File: config.mk
export PLATFORM = sky130hd
export DESIGN_NAME = seq_pattern_counter
export DESIGN_NICKNAME = d
export VERILOG_FILES = /design/src/rtl/seq_counter_pkg.sv /design/src/rtl/step_prescaler.sv /design/src/rtl/seq_pattern_counter.sv
export SDC_FILE = /design/constraint.sdc
export NUM_CORES = 1
export LEC_CHECK = 0
export BUFFER_PORTS_ARGS = -buffer_cell sky130_fd_sc_hd__buf_4
export CORE_ASPECT_RATIO = 0.5
export CORE_MARGIN = 8
export CORE_UTILIZATION = 60
export DETAILED_ROUTE_END_ITERATION = 16
export PLACE_DENSITY = 0.78
export SLEW_MARGIN = 40
export SYNTH_ARGS = -nofsm -noshare
export SYNTH_HDL_FRONTEND = slang
export SYNTH_HIERARCHICAL = 1
export SYNTH_SLANG_ARGS = --single-unit
File: constraint.sdc
create_clock -name clk -period 7.2 [get_ports clk]
set_input_delay 0.36 -clock clk [delete_from_list [all_inputs] [get_ports clk]]
set_output_delay 0.36 -clock clk [all_outputs]
set_load 0.02 [all_outputs]
File: src/rtl/seq_counter_pkg.sv
// ---------------------------------------------------------------------------
// seq_counter_pkg
//   Shared types and constants for the sequence pattern counter.
//   - NIBBLE_W / TABLE_DEPTH : nibble width and number of table entries
//   - nibble_t               : one table entry / displayed digit
//   - table_t                : the full 16-entry pattern table
//   - DEFAULT_TABLE          : reset pattern, T[i] = (3*i) mod 16
// ---------------------------------------------------------------------------
package seq_counter_pkg;

  localparam int NIBBLE_W    = 4;
  localparam int TABLE_DEPTH = 16;

  typedef logic [NIBBLE_W-1:0] nibble_t;
  typedef nibble_t table_t [TABLE_DEPTH];

  // 3 is odd, so (3*i) mod 16 visits every nibble exactly once.
  localparam table_t DEFAULT_TABLE = '{
    4'h0, 4'h3, 4'h6, 4'h9, 4'hC, 4'hF, 4'h2, 4'h5,
    4'h8, 4'hB, 4'hE, 4'h1, 4'h4, 4'h7, 4'hA, 4'hD
  };

endpackage

File: src/rtl/step_prescaler.sv
// ---------------------------------------------------------------------------
// step_prescaler
//   Divides clk down to a one-cycle step tick every CLK_DIV enabled cycles.
//   Ports:
//     clk   in  system clock
//     reset in  asynchronous, active-high; clears the count
//     en    in  1 = count, 0 = freeze (partial period is kept)
//     tick  out high for the one cycle where the count sits at CLK_DIV-1
//               while enabled; the consumer acts on the following edge
//   Parameters: CLK_DIV (>= 2), DIV_W with 2**DIV_W >= CLK_DIV.
// ---------------------------------------------------------------------------
module step_prescaler #(
  parameter int CLK_DIV = 50000000,
  parameter int DIV_W   = 26
) (
  input  logic clk,
  input  logic reset,
  input  logic en,
  output logic tick
);

  localparam logic [DIV_W-1:0] TERM = DIV_W'(CLK_DIV - 1);

  logic [DIV_W-1:0] count;

  assign tick = en && (count == TERM);

  always_ff @(posedge clk or posedge reset) begin
    if (reset) begin
      count <= '0;
    end else if (en) begin
      if (count == TERM) count <= '0;
      else               count <= count + DIV_W'(1);
    end
  end

endmodule

File: src/rtl/seq_pattern_counter.sv
// ---------------------------------------------------------------------------
// seq_pattern_counter
//   Steps through a programmable 16x4 nibble table at a prescaled rate and
//   presents the current entry to the 7-segment decoder.
//   Ports:
//     clk      in  system clock
//     reset    in  asynchronous, active-high; restores the default table
//     run      in  1 = advance on prescaler ticks, 0 = hold
//     dir      in  0 = forward, 1 = backward (sampled on ticks only)
//     last     in  index of the final active entry (sampled on ticks only)
//     wr_en    in  table write strobe
//     wr_addr  in  entry to write
//     wr_data  in  nibble to store
//     step_btn in  (SEQ_MANUAL_STEP_EN only) async pushbutton, one tick per
//                  press while run=0
//     value    out current table nibble, registered
//     index    out current table index, registered
//     step     out one-cycle pulse when index/value move on a tick
//     wrap     out one-cycle pulse with step when the index wraps
//   Build option: define SEQ_MANUAL_STEP_EN to add the manual step button.
// ---------------------------------------------------------------------------
module seq_pattern_counter
  import seq_counter_pkg::*;
#(
  parameter int CLK_DIV = 50000000,
  parameter int DIV_W   = 26
) (
  input  logic       clk,
  input  logic       reset,
  input  logic       run,
  input  logic       dir,
  input  logic [3:0] last,
  input  logic       wr_en,
  input  logic [3:0] wr_addr,
  input  logic [3:0] wr_data,
`ifdef SEQ_MANUAL_STEP_EN
  input  logic       step_btn,
`endif
  output logic [3:0] value,
  output logic [3:0] index,
  output logic       step,
  output logic       wrap
);

  table_t  tbl;
  logic    presc_tick;
  logic    tick;
  nibble_t next_idx;
  logic    next_wrap;

  step_prescaler #(
    .CLK_DIV(CLK_DIV),
    .DIV_W  (DIV_W)
  ) u_prescaler (
    .clk  (clk),
    .reset(reset),
    .en   (run),
    .tick (presc_tick)
  );

`ifdef SEQ_MANUAL_STEP_EN
  // Two flops resynchronise the button; the third holds the previous
  // synchronised level for rising-edge detection.
  logic btn_s1, btn_s2, btn_prev;

  always_ff @(posedge clk or posedge reset) begin
    if (reset) begin
      btn_s1   <= 1'b0;
      btn_s2   <= 1'b0;
      btn_prev <= 1'b0;
    end else begin
      btn_s1   <= step_btn;
      btn_s2   <= btn_s1;
      btn_prev <= btn_s2;
    end
  end

  assign tick = presc_tick | (~run & btn_s2 & ~btn_prev);
`else
  assign tick = presc_tick;
`endif

  // Next index. Forward uses >= so that lowering `last` below the current
  // index wraps to 0 on the next tick instead of running past it.
  always_comb begin
    next_idx  = index;
    next_wrap = 1'b0;
    if (!dir) begin
      if (index >= last) begin
        next_idx  = '0;
        next_wrap = 1'b1;
      end else begin
        next_idx = index + 4'd1;
      end
    end else begin
      if (index == '0) begin
        next_idx  = last;
        next_wrap = 1'b1;
      end else begin
        next_idx = index - 4'd1;
      end
    end
  end

  // Table and output registers. A write in the same cycle as a tick is
  // forwarded to `value` when it targets the entry being stepped to; a write
  // to the displayed entry without a tick is forwarded directly, so `value`
  // always equals tbl[index].
  always_ff @(posedge clk or posedge reset) begin
    if (reset) begin
      tbl   <= DEFAULT_TABLE;
      index <= '0;
      value <= '0;
      step  <= 1'b0;
      wrap  <= 1'b0;
    end else begin
      if (wr_en) tbl[wr_addr] <= wr_data;

      if (tick) begin
        index <= next_idx;
        value <= (wr_en && (wr_addr == next_idx)) ? wr_data : tbl[next_idx];
        step  <= 1'b1;
        wrap  <= next_wrap;
      end else begin
        step <= 1'b0;
        wrap <= 1'b0;
        if (wr_en && (wr_addr == index)) value <= wr_data;
      end
    end
  end

endmodule

**After elaboration in Yosys (flattened, before gate mapping)**

Index checks and enable logic that the tools add are counted.

- Word-level logic and storage cells: 57
- Bits of input ports: 17
- Register bits: 100
- Output and inout bits: 10

- Mux-type cells: 18
- Reductions and logical operators: 6
- Add/sub/neg operators: 3
- Bitwise logic cells: 2
- Equal/unequal tests: 3
- $lt $le $gt $ge: 4

Operator list:

| operator | count |
|---|---|
| $bwmux 64 | 1 |
| $mux 4 | 9 |
| $add 26x1->26 const B | 1 |
| $eq 26x26->1 const B | 1 |
| $mux 26 | 1 |
| $bmux 4 s4 | 1 |
| $demux 4 s4 | 1 |
| $ge 5x5->1 const B | 2 |
| $not 4->5 | 2 |
| $eq 4x4->1 | 2 |
| $lt 5x1->1 const B | 1 |
| $mux 1 | 5 |
| $add 4x1->4 const B | 1 |
| $ge 4x4->1 | 1 |
| $logic_and 1x1->1 | 4 |
| $logic_not 4->1 | 1 |
| $sub 4x1->4 const B | 1 |
| $reduce_bool 2->1 | 1 |

**Depth between registers and ports, before layout**

Gate-level depths: netlist (run 1).

- Depth after elaboration: 9
- Mapped depth: 11
- Mapped depth without buffers: 10

**Hierarchy**

The synthesis (run 1) kept the hierarchy.

By module, submodules not included:

| module | times used | cells an instance | sequential area each (um^2) | area an instance (um^2) |
|---|---|---|---|---|
| seq_pattern_counter | 1 | 328 | 1,891.8 | 3,973.8 |
| step_prescaler | 1 | 156 | 650.6 | 1,432.6 |

**Worst setup path before layout (run 1)**

Ideal clock, no wire load.

- Path kind: register to register
- Start: register u_prescaler.count[0]
- End: register value[0]
- Required time: 7,122 ps
- Cell stages (with the launch flop): 12
- Data arrival time: 2,686 ps
- Clock period less this slack: 2,763 ps
- Slack: 4,437 ps
- Path through: dfrtp_1 > ha_1 > nand3_1 > or2_2 > clkbuf_1 > nor3_1 > buf_2 > buf_1 > a31o_2 > nor2_1 > a31oi_1 > a21boi_1

- Word-level cells in the longest chain between the ends: 3

RTL lines:

| what | RTL line | text |
|---|---|---|
| from (decl) | step_prescaler.sv:24 | `logic [DIV_W-1:0] count;` |
| from (signal assigned) | step_prescaler.sv:33 | `else count <= count + DIV_W'(1);` |
| $eq 26x26->1 * | step_prescaler.sv:26 | `assign tick = en && (count == TERM);` |
| $logic_and 1x1->1 * | step_prescaler.sv:26 |  |
| via presc_tick | seq_pattern_counter.sv:46 | `logic presc_tick;` |
| $mux 4 / $reduce_bool 2->1 (equally long branches) | - |  |
| to (signal assigned) | seq_pattern_counter.sv:121 | `value <= (wr_en && (wr_addr == next_idx)) ? wr_data : tbl[next_idx];` |
| to (signal assigned) | seq_pattern_counter.sv:127 | `if (wr_en && (wr_addr == index)) value <= wr_data;` |
| to (decl) | seq_pattern_counter.sv:39 | `output logic [3:0] value,` |

Mark *: on every way through the listed nets, which the timed path passes. The rest lies on a longest branch.
A chain may end at the register's enable or synchronous reset.

**Worst setup path in the final report (run 1)**

- Start: register index[0]
- End: register value[2]

- Word-level cells in the longest chain between the ends: 9

RTL lines:

| what | RTL line | text |
|---|---|---|
| from (decl) | seq_pattern_counter.sv:40 | `output logic [3:0] index,` |
| from (signal assigned) | seq_pattern_counter.sv:120 | `index <= next_idx;` |
| $add 4x1->4 (tied with other cells) | seq_pattern_counter.sv:93 | `next_idx = index + 4'd1;` |
| $mux 4, on equally long branches | seq_pattern_counter.sv:89, seq_pattern_counter.sv:96 |  |
| $mux 4 | seq_pattern_counter.sv:88 | `if (!dir) begin` |
| $not 4->5 (not written as such) | seq_pattern_counter.sv:121 |  |
| $bmux 4 s4 | seq_pattern_counter.sv:121 |  |
| $mux 4 (not written as such) (2 in a row) | seq_pattern_counter.sv:121 |  |
| $mux 4 | seq_pattern_counter.sv:121 |  |
| $mux 4 | seq_pattern_counter.sv:119 | `if (tick) begin` |

Several ways; a longest one is shown, not always the timed one. The select of a mux whose other input is x is not followed.

==> results of run 1 <==
final timing paths:
check                              start  cells after the start  slack [ns]                    end
worst min register to register   tbl[44]                      2        0.48                tbl[44]
worst max-delay path            index[0]                     11        4.06               value[2]
max in group asynchronous          reset                      3        6.55                tbl[11]
worst min-delay path               reset                      2        0.07  u_prescaler/count[24]
min in group clk                     run                      3        0.33   u_prescaler/count[0]
worst max register to register  index[0]                     11        4.06               value[2]
placed cells by master, fill, tap and decap left out, types with 10 or more instances in the layout:
cell      n
xor2_1   12
o21ai_0  17
dfstp_2  32
nor2_1   35
nand3_1  15
dfrtp_1  68
mux2_2   73
a21oi_1  13
buf_4    28
nand4_1  10
nand2_1  33
mux2i_1  27
cells by family after synthesis:
family	after synthesis	share of synthesized area
buf+inv	33	0.0308
simple gates	148	0.144
fa+ha+maj	8	0.0185
flops	100	0.470
xor+xnor	21	0.0340
mux	103	0.214
compound gates	71	0.0889
power breakdown:
group          internal (mW)  leakage, nW  switching (mW)
clock network          0.289        0.146           0.198
logic                  0.142         1.19           0.125
registers              0.699         1.18          0.0768
total                   1.13         2.52           0.400
stage by stage:
stage / power, mW / util / std cells / cell area [µm²] / hold WS [ns]
3_5_place_dp: 1.05 / 0.647 / 608 / 5650 / 0.457
4_1_cts: 1.54 / 0.682 / 624 / 5960 / 0.0909
5_1_grt: 1.61 / 0.682 / 624 / 5960 / 0.134
3_3_place_gp: 1.04 / 0.647 / 608 / 5650 / 0.458
2_1_floorplan: 0.971 / - / 484 / 5410 / 0.400
6_report: 1.53 / 0.682 / 624 / 5960 / 0.0744
registers in the layout, summed over array words and instances (netlist names):
name and cells:
value 4, u_prescaler/count 26, index 4, wrap 1, step 1, tbl 64
cells in the mapped netlist (9+ instances only):
master,number,area share
xnor2_1,9,0.015
dfstp_2,32,0.16
clkbuf_1,11,0.0076
nor2_1,35,0.024
nand3_1,15,0.014
nand2_1,33,0.023
o21ai_0,17,0.016
dfrtp_1,68,0.31
inv_1,11,0.0076
xor2_1,12,0.019
nand4_1,10,0.012
mux2_2,73,0.15
a21oi_1,13,0.012
mux2i_1,27,0.050
layout make-up:
class / count / share of cell area
multi-input cells: 351 / 0.453
repair buffers: 29 / 0.0372
clock buffers: 13 / 0.0437
well taps: 117 / 0.0246
clock inverters: 3 / 0.00777
flip-flops and latches: 100 / 0.427
inverters: 11 / 0.00693
worst max-delay path: stages, from the launching register on:
cell,delay (ns)
dfrtp_1,0.44
inv_1,0.16
ha_1,0.23
nor3b_2,0.23
mux2_4,0.33
mux2i_4,0.13
buf_4,0.48
mux4_1,0.61
nand3_1,0.09
o21ai_0,0.08
o21bai_1,0.13
a31oi_1,0.09
routing by layer:
layer	global-route usage	up-vias	wire (µm)
li1	-	1792	-
met1	0.272	1878	5230
met2	0.269	102	4930
met3	0.0476	18	820
met4	0.0739	0	208
met5	0	-	0
==> results.cfg, run 1 <==
[die]
start_util = 0.619
coreArea_um2 = 8740
rows = 24
die-width_um = 150
ioPinCount = 27
die_area_um2 = 12500
die_h_um = 83.1

[timing]
fmax_mhz = 319
drv_slew = 0
clock_skew_ns = 0.00876
finalSetupTns_ns = 0
post-route-period-util = 0.436
worst_pin_slew_ns = 0.653
setup_slack_ns = 4.06
rsz0062_at_grt = no
setup_violations = 0
slew_headroom = 0.565
finalHoldViolCount = 0
post-route-min-period_ns = 3.14

[logic_synthesis]
ys_async_sr_fraction = 1.00
ys_warn_count = 6
ys_seq_elements = 100
synth-seq-area-share = 0.470
syn-num-nets = 509
postSynthAreaPerCell_um2 = 11.2
synth_ff_type = dfrtp_1
syn-cell-area_um2 = 5410
yosysUniqueCellTypes = 58
syn_inst = 484
synth-edff-count = 0

[cells_and_area]
multiInputGateArea_um2 = 2700
diodes = 0
seqCellArea_um2 = 2540
layout-drive-gt1-share = 0.318
fillers = 630
syn_to_final_growth_pct = 10.3
fin_nets = 527

[clock_network]
cts_root_buf = clkbuf_16
clkTransAtPathRegs_ns = 0.07
cts_resized = 0
clockBufferDepth = 2
insertion_delay_ns = 0.35
postCtsSetupBuffers = 0
htreeDepth = 3
cts_buffers = 9
cts_tree = done
cts_sinks = 100
cts_hold_buf = 0

[detailed_routing]
drtIter0Drc = 283
vias = 3790
wire_per_inst_um = 17.9
drc = 0
ant_nets = 0
vias_per_cell = 6.07
drt-total-wl_mm = 11.2
drt_first_pass_iters = 4

[power_and_ir_drop]
power_density_nw_per_um2 = 257
ir_drop_v = 0.000178
leakage_nw = 2.52

[global_route]
grt_overflow = 0
grt_max_degree = 75
grt_pass1_wl_mm = 19.0
grt_pass1_vias = 3714
gr-usage-all-layers = 0.190
antenna_found_initial = 0

[place]
io_buffers = 26
dp_slack_ns = 4.08
dp_hpwl_mm = 7.79
globalplace.congestion = 0.887

[critical_path]
crit_type = reg -> reg
cp-start-kind = flip-flop
critPathMaxFanout = 34
endpoint_kind = flip-flop
critical_path_required_ns = 7.43
arrival_ns = 3.37

[flow_run]
drv_cap = 0

[run_status]
status = complete, no violations

[worst_hold_path]
hold_class = in -> async
Note: power is estimated with default switching activity, not from simulation.
==> inputs of run 2 (changes only) <==
--- a/config.mk
+++ b/config.mk
@@ -8,9 +8,9 @@
 export BUFFER_PORTS_ARGS = -buffer_cell sky130_fd_sc_hd__buf_4
 export CORE_ASPECT_RATIO = 0.5
 export CORE_MARGIN = 8
-export CORE_UTILIZATION = 60
+export CORE_UTILIZATION = 56
 export DETAILED_ROUTE_END_ITERATION = 16
-export PLACE_DENSITY = 0.78
+export PLACE_DENSITY = 0.77
 export SLEW_MARGIN = 40
 export SYNTH_ARGS = -nofsm -noshare
 export SYNTH_HDL_FRONTEND = slang
==> constraint.sdc (replaced) <==
create_clock -name clk -period 2.7 [get_ports clk]
set_input_delay 0.135 -clock clk [delete_from_list [all_inputs] [get_ports clk]]
set_output_delay 0.135 -clock clk [all_outputs]
set_load 0.02 [all_outputs]
==> results.cfg, run 2 (synthesis results as in run 1) <==
[run_status]
status = complete, no violations

[timing]
post-route-period-util = 0.960
finalHoldViolCount = 0
post-route-min-period_ns = 2.59
setup_violations = 0
fmax_mhz = 386
finalSetupTns_ns = 0
worst_pin_slew_ns = 0.578
hold_slack_ns = 0.0975
clock_skew_ns = 0.00713
slew_headroom = 0.614
drv_slew = 0

[clock_network]
cts_root_buf = clkbuf_16
cts_sinks = 100
cts_tree = done
cts_buffers = 9
htreeDepth = 3
clkTransAtPathRegs_ns = 0.07
insertion_delay_ns = 0.35
clockBufferDepth = 2

[power_and_ir_drop]
p_total_mw = 4.22
power_density_nw_per_um2 = 677
leakage_nw = 2.64
ir_drop_v = 0.000356

[cells_and_area]
top_register = tbl
seqCellArea_um2 = 2540
largest_register_ffs = 64
diodes = 0
multiInputGateArea_um2 = 2740
fin_nets = 545
final_cell_mix = mux2_2 (73), dfrtp_1 (66), buf_4 (40), nor2_1 (35), nand2_1 (33)
top_regs = tbl (64), u_prescaler/count (26)
fin_util = 0.661
fillers = 718
layout_commonest_cell = mux2_2
layout-drive-gt1-share = 0.356
syn_to_final_growth_pct = 15.1

[critical_path]
crit_type = reg -> reg
critPathLaunch = index[1]
rr_startpoint = index[1]
cp-start-kind = flip-flop
critPathMaxFanout = 5
arrival_ns = 2.82
endpoint_kind = flip-flop
critical_path_required_ns = 2.93

[die]
start_util = 0.574
ioPinCount = 27
coreArea_um2 = 9420
die_area_um2 = 13200
rows = 25
die-width_um = 155
die_h_um = 85.5

[detailed_routing]
vias = 3914
wire_per_inst_um = 18.7
drc = 0
drtIter0Drc = 269
ant_nets = 0
drt-total-wl_mm = 12.3
drt_first_pass_iters = 6
vias_per_cell = 5.93

[global_route]
antenna_found_initial = 0
grt_overflow = 0
grt_pass1_vias = 3983
grt_max_degree = 49
gr-usage-all-layers = 0.195
grt_pass1_wl_mm = 20.6

[worst_hold_path]
hold_class = in -> reg
hold_start = run

[flow_run]
drv_cap = 0

[place]
io_buffers = 26
dp_hpwl_mm = 8.57
globalplace.congestion = 0.931
[run 2: what timing repair did]
| action | CTS | global route |
|---|---|---|
| endpoints found under the setup margin | 4 | 4 |
| hold buffers | 1 | 0 |
| pin swaps | 1 | 3 |
| endpoints found under the hold margin | 41 | 0 |
| resized for setup | 3 | 10 |
| setup buffers | 1 | 5 |
[run 2: area by class of cell]
class,instances,area share
well taps,135,0.0271
flip-flops and latches,100,0.409
inverters,11,0.00663
clock inverters,4,0.0117
clock buffers,12,0.0396
multi-input cells,351,0.440
repair buffers,47,0.0663
[run 2: path summary, 6_finish.rpt]
kind                                        end  slack, ns  depth (start not counted)
max                                    value[3]       0.11                         12
min                        u_prescaler/count[0]        0.1                          3
max reg2reg                            value[3]       0.11                         12
min reg2reg                             tbl[52]       0.49                          2
max in group asynchronous               tbl[47]       1.55                          4
min in group asynchronous  u_prescaler/count[4]       0.42                          3
[run 2: where the power goes]
part           leakage [nW]  internal [mW]  switching, mW
clock network         0.153          0.837          0.556
registers              1.18           1.86          0.217
logic                  1.31          0.395          0.347
total                  2.64           3.10           1.12
[run 2: critical path: stages (launching register included)]
cell and delay [ns]:
dfrtp_1 0.41, inv_2 0.10, ha_4 0.15, nor3b_4 0.18
mux2_4 0.33, mux2i_4 0.16, buf_12 0.14, xnor2_1 0.12
nand3_1 0.13, o31ai_4 0.34, buf_6 0.16, o21bai_1 0.13
a31oi_1 0.11
[run 2: metal layers]
metal / GRT usage / part of all wire / up-vias
met4: 0.0653 / 0.020 / 0
li1: - / - / 1835
met1: 0.254 / 0.47 / 1926
met3: 0.0674 / 0.070 / 24
met5: 0 / 0 / -
met2: 0.297 / 0.44 / 129
[run 2: per-stage QoR]
stage	area [µm²]	cells	setup WS [ns]
2_1_floorplan	5410	484	0.0277
3_3_place_gp	5800	637	0.0646
3_5_place_dp	5800	637	-0.0388
4_1_cts	6140	655	-0.00878
5_1_grt	6220	660	-0.0171
6_report	6220	660	0.109
==> inputs of run 3 (changes only) <==
--- a/config.mk
+++ b/config.mk
@@ -14,5 +14,4 @@
 export SLEW_MARGIN = 40
 export SYNTH_ARGS = -nofsm -noshare
 export SYNTH_HDL_FRONTEND = slang
-export SYNTH_HIERARCHICAL = 1
 export SYNTH_SLANG_ARGS = --single-unit
==> results.cfg, run 3 <==
[critical_path]
crit_type = reg -> reg
critPathMaxFanout = 5
slowest_stage = dfrtp_1
crit_top_cell = nor3_4
arrival_ns = 2.95
critPathMaxStageDelay_ns = 0.39
critical_path_required_ns = 2.98
endpoint_kind = flip-flop
cp-start-kind = flip-flop
crit_chain = ha_1 -> or2_1 -> a21oi_2 -> nor3_4 -> nor3_4 -> buf_12 -> clkbuf_16 -> buf_4 -> nand2_1 -> a311oi_2 -> and4bb_1 -> o21ai_1

[flow_run]
drv_cap = 0

[timing]
post-route-period-util = 0.989
clock_skew_ns = 0.0103
worst_pin_slew_ns = 0.585
fmax_mhz = 374
slew_headroom = 0.610
post-route-min-period_ns = 2.67
finalSetupTns_ns = 0
setup_violations = 0
finalHoldViolCount = 0
drv_slew = 0
rsz0062_at_grt = yes
setup_slack_ns = 0.0290

[place]
globalplace.congestion = 0.886
dp_slack_ns = 0.0188
io_buffers = 26
dp_hpwl_mm = 8.65

[global_route]
grt_max_degree = 46
grt_pass1_vias = 3982
gr-usage-all-layers = 0.198
grt_pass1_wl_mm = 20.8
antenna_found_initial = 0
grt_overflow = 0

[die]
die_area_um2 = 13300
die_h_um = 85.5
ioPinCount = 27
rows = 25
coreArea_um2 = 9420
die-width_um = 155
start_util = 0.574

[cells_and_area]
diodes = 0
top_regs = tbl (64), u_prescaler.count (26)
final_cell_mix = mux2_2 (71), dfrtp_1 (68), buf_4 (49), nand2_1 (33)
largest_register_ffs = 64
layout-drive-gt1-share = 0.388
fin_nets = 555
layout_commonest_cell = mux2_2
syn_to_final_growth_pct = 18.0
fin_util = 0.678
fillers = 672
top_register = tbl

[logic_synthesis]
synth_common_cells = mux2_2 (72), dfrtp_1 (68), nor2_1 (35)
syn-cell-area_um2 = 5410
synthAdderAreaFrac = 0.0162
syn_inst = 485
ys_async_sr_fraction = 1.00
yosys-mux-area-fraction = 0.161
ys_warn_count = 0
yosys.cell_count.top_type = mux2_2
yosys.area_share.simple = 0.166
yosysUniqueCellTypes = 66
synth_area_leaders = dfrtp_1 (31%), dfstp_2 (16%), mux2_2 (15%)
synth_top_family_by_area = simple AND/OR/NAND/NOR gates
synth-edff-count = 0
synth_top_area_frac = 0.315
synth_ff_type = dfrtp_1
synth-seq-area-share = 0.470
ys_seq_elements = 100
postSynthAreaPerCell_um2 = 11.2
synth-compound-area-share = 0.108
syn-num-nets = 509
synthXorXnorAreaFrac = 0.0486
yosys.area.top_type = dfrtp_1

[power_and_ir_drop]
ir_drop_v = 0.000373
p_total_mw = 4.16
leakage_nw = 2.73
power_density_nw_per_um2 = 653

[clock_network]
htreeDepth = 3
clockBufferDepth = 2
cts_sinks = 100
cts_root_buf = clkbuf_16
cts_tree = done
clkTransAtPathRegs_ns = 0.07
cts_buffers = 9
insertion_delay_ns = 0.36

[detailed_routing]
drt-total-wl_mm = 13.3
ant_nets = 0
vias_per_cell = 6.11
drtIter0Drc = 313
vias = 4102
drt_first_pass_iters = 5
wire_per_inst_um = 19.8
drc = 0

[worst_hold_path]
hold_class = in -> reg

[run_status]
status = complete, no violations
-- run 3: where the power goes --
| group | total, mW | leakage, nW | internal, mW | switching, mW |
|---|---|---|---|---|
| Clock | 1.37 | 0.155 | 0.743 | 0.629 |
| Combinational | 0.757 | 1.36 | 0.395 | 0.363 |
| Sequential | 2.04 | 1.22 | 1.85 | 0.185 |
| Total | 4.16 | 2.73 | 2.99 | 1.18 |
-- run 3: final timing paths --
kind | start | end | slack, ns | cells past startpoint
max | index[2] | value[1] | 0.03 | 12
min | run | u_prescaler.count[0] | 0.07 | 2
max reg2reg | index[2] | value[1] | 0.03 | 12
min reg2reg | u_prescaler.count[4] | u_prescaler.count[4] | 0.50 | 1
max in group asynchronous | reset | tbl[7] | 1.61 | 5
min in group asynchronous | reset | index[0] | 0.26 | 3
-- run 3: cell families (layout without fill, tap and decap cells) --
family | Yosys count | in the layout
buffers and inverters | 33 | 83
AO/OA/AOI/OAI | 73 | 73
flip-flops | 100 | 100
adder cells (fa/ha/maj) | 7 | 7
AND/OR/NAND/NOR | 164 | 165
multiplexers | 78 | 78
XOR/XNOR | 30 | 30
-- run 3: routing by layer --
| layer | global-route usage | vias to the layer above | part of all wire |
|---|---|---|---|
| li1 | - | 1853 | - |
| met1 | 0.269 | 2088 | 0.45 |
| met2 | 0.307 | 132 | 0.47 |
| met3 | 0.0476 | 29 | 0.054 |
| met4 | 0.0644 | 0 | 0.023 |
| met5 | 0 | - | 0 |
-- run 3: cell type report --
cell class / instances / area (µm²) / share of cell area
multi-input cells: 353 / 2820 / 0.442
flip-flops and latches: 100 / 2540 / 0.398
repair buffers: 55 / 483 / 0.0757
clock buffers: 9 / 225 / 0.0353
well taps: 135 / 169 / 0.0265
clock inverters: 7 / 92.6 / 0.0145
inverters: 12 / 48.8 / 0.00765
-- run 3: stage by stage --
stage | instance area (µm²) | hold slack [ns] | instances
global placement | 5800 | 0.289 | 641
CTS | 6160 | 0.0648 | 659
finish | 6380 | 0.0690 | 671
global route | 6380 | 0.0833 | 671
detailed placement | 5800 | 0.289 | 641
floorplan | 5410 | 0.287 | 485
-- run 3: critical path: cells and delay by family, from the launching register on --
kind	cells	cell delay, ns
adders and majority gates	1	0.26
and+or+nand+nor	5	0.86
AOI/OAI and AO/OA	3	0.64
DFF	1	0.39
buffers and inverters	3	0.42
-- run 3: timing repair --
action                     4_1_cts  5_1_grt
gates cloned                     1        2
pin swaps                        1       13
hold endpoints to repair        25        0
setup endpoints to repair        1        4
gates resized for setup          0       21
buffers inserted                 0       10
hold buffers                     1        0
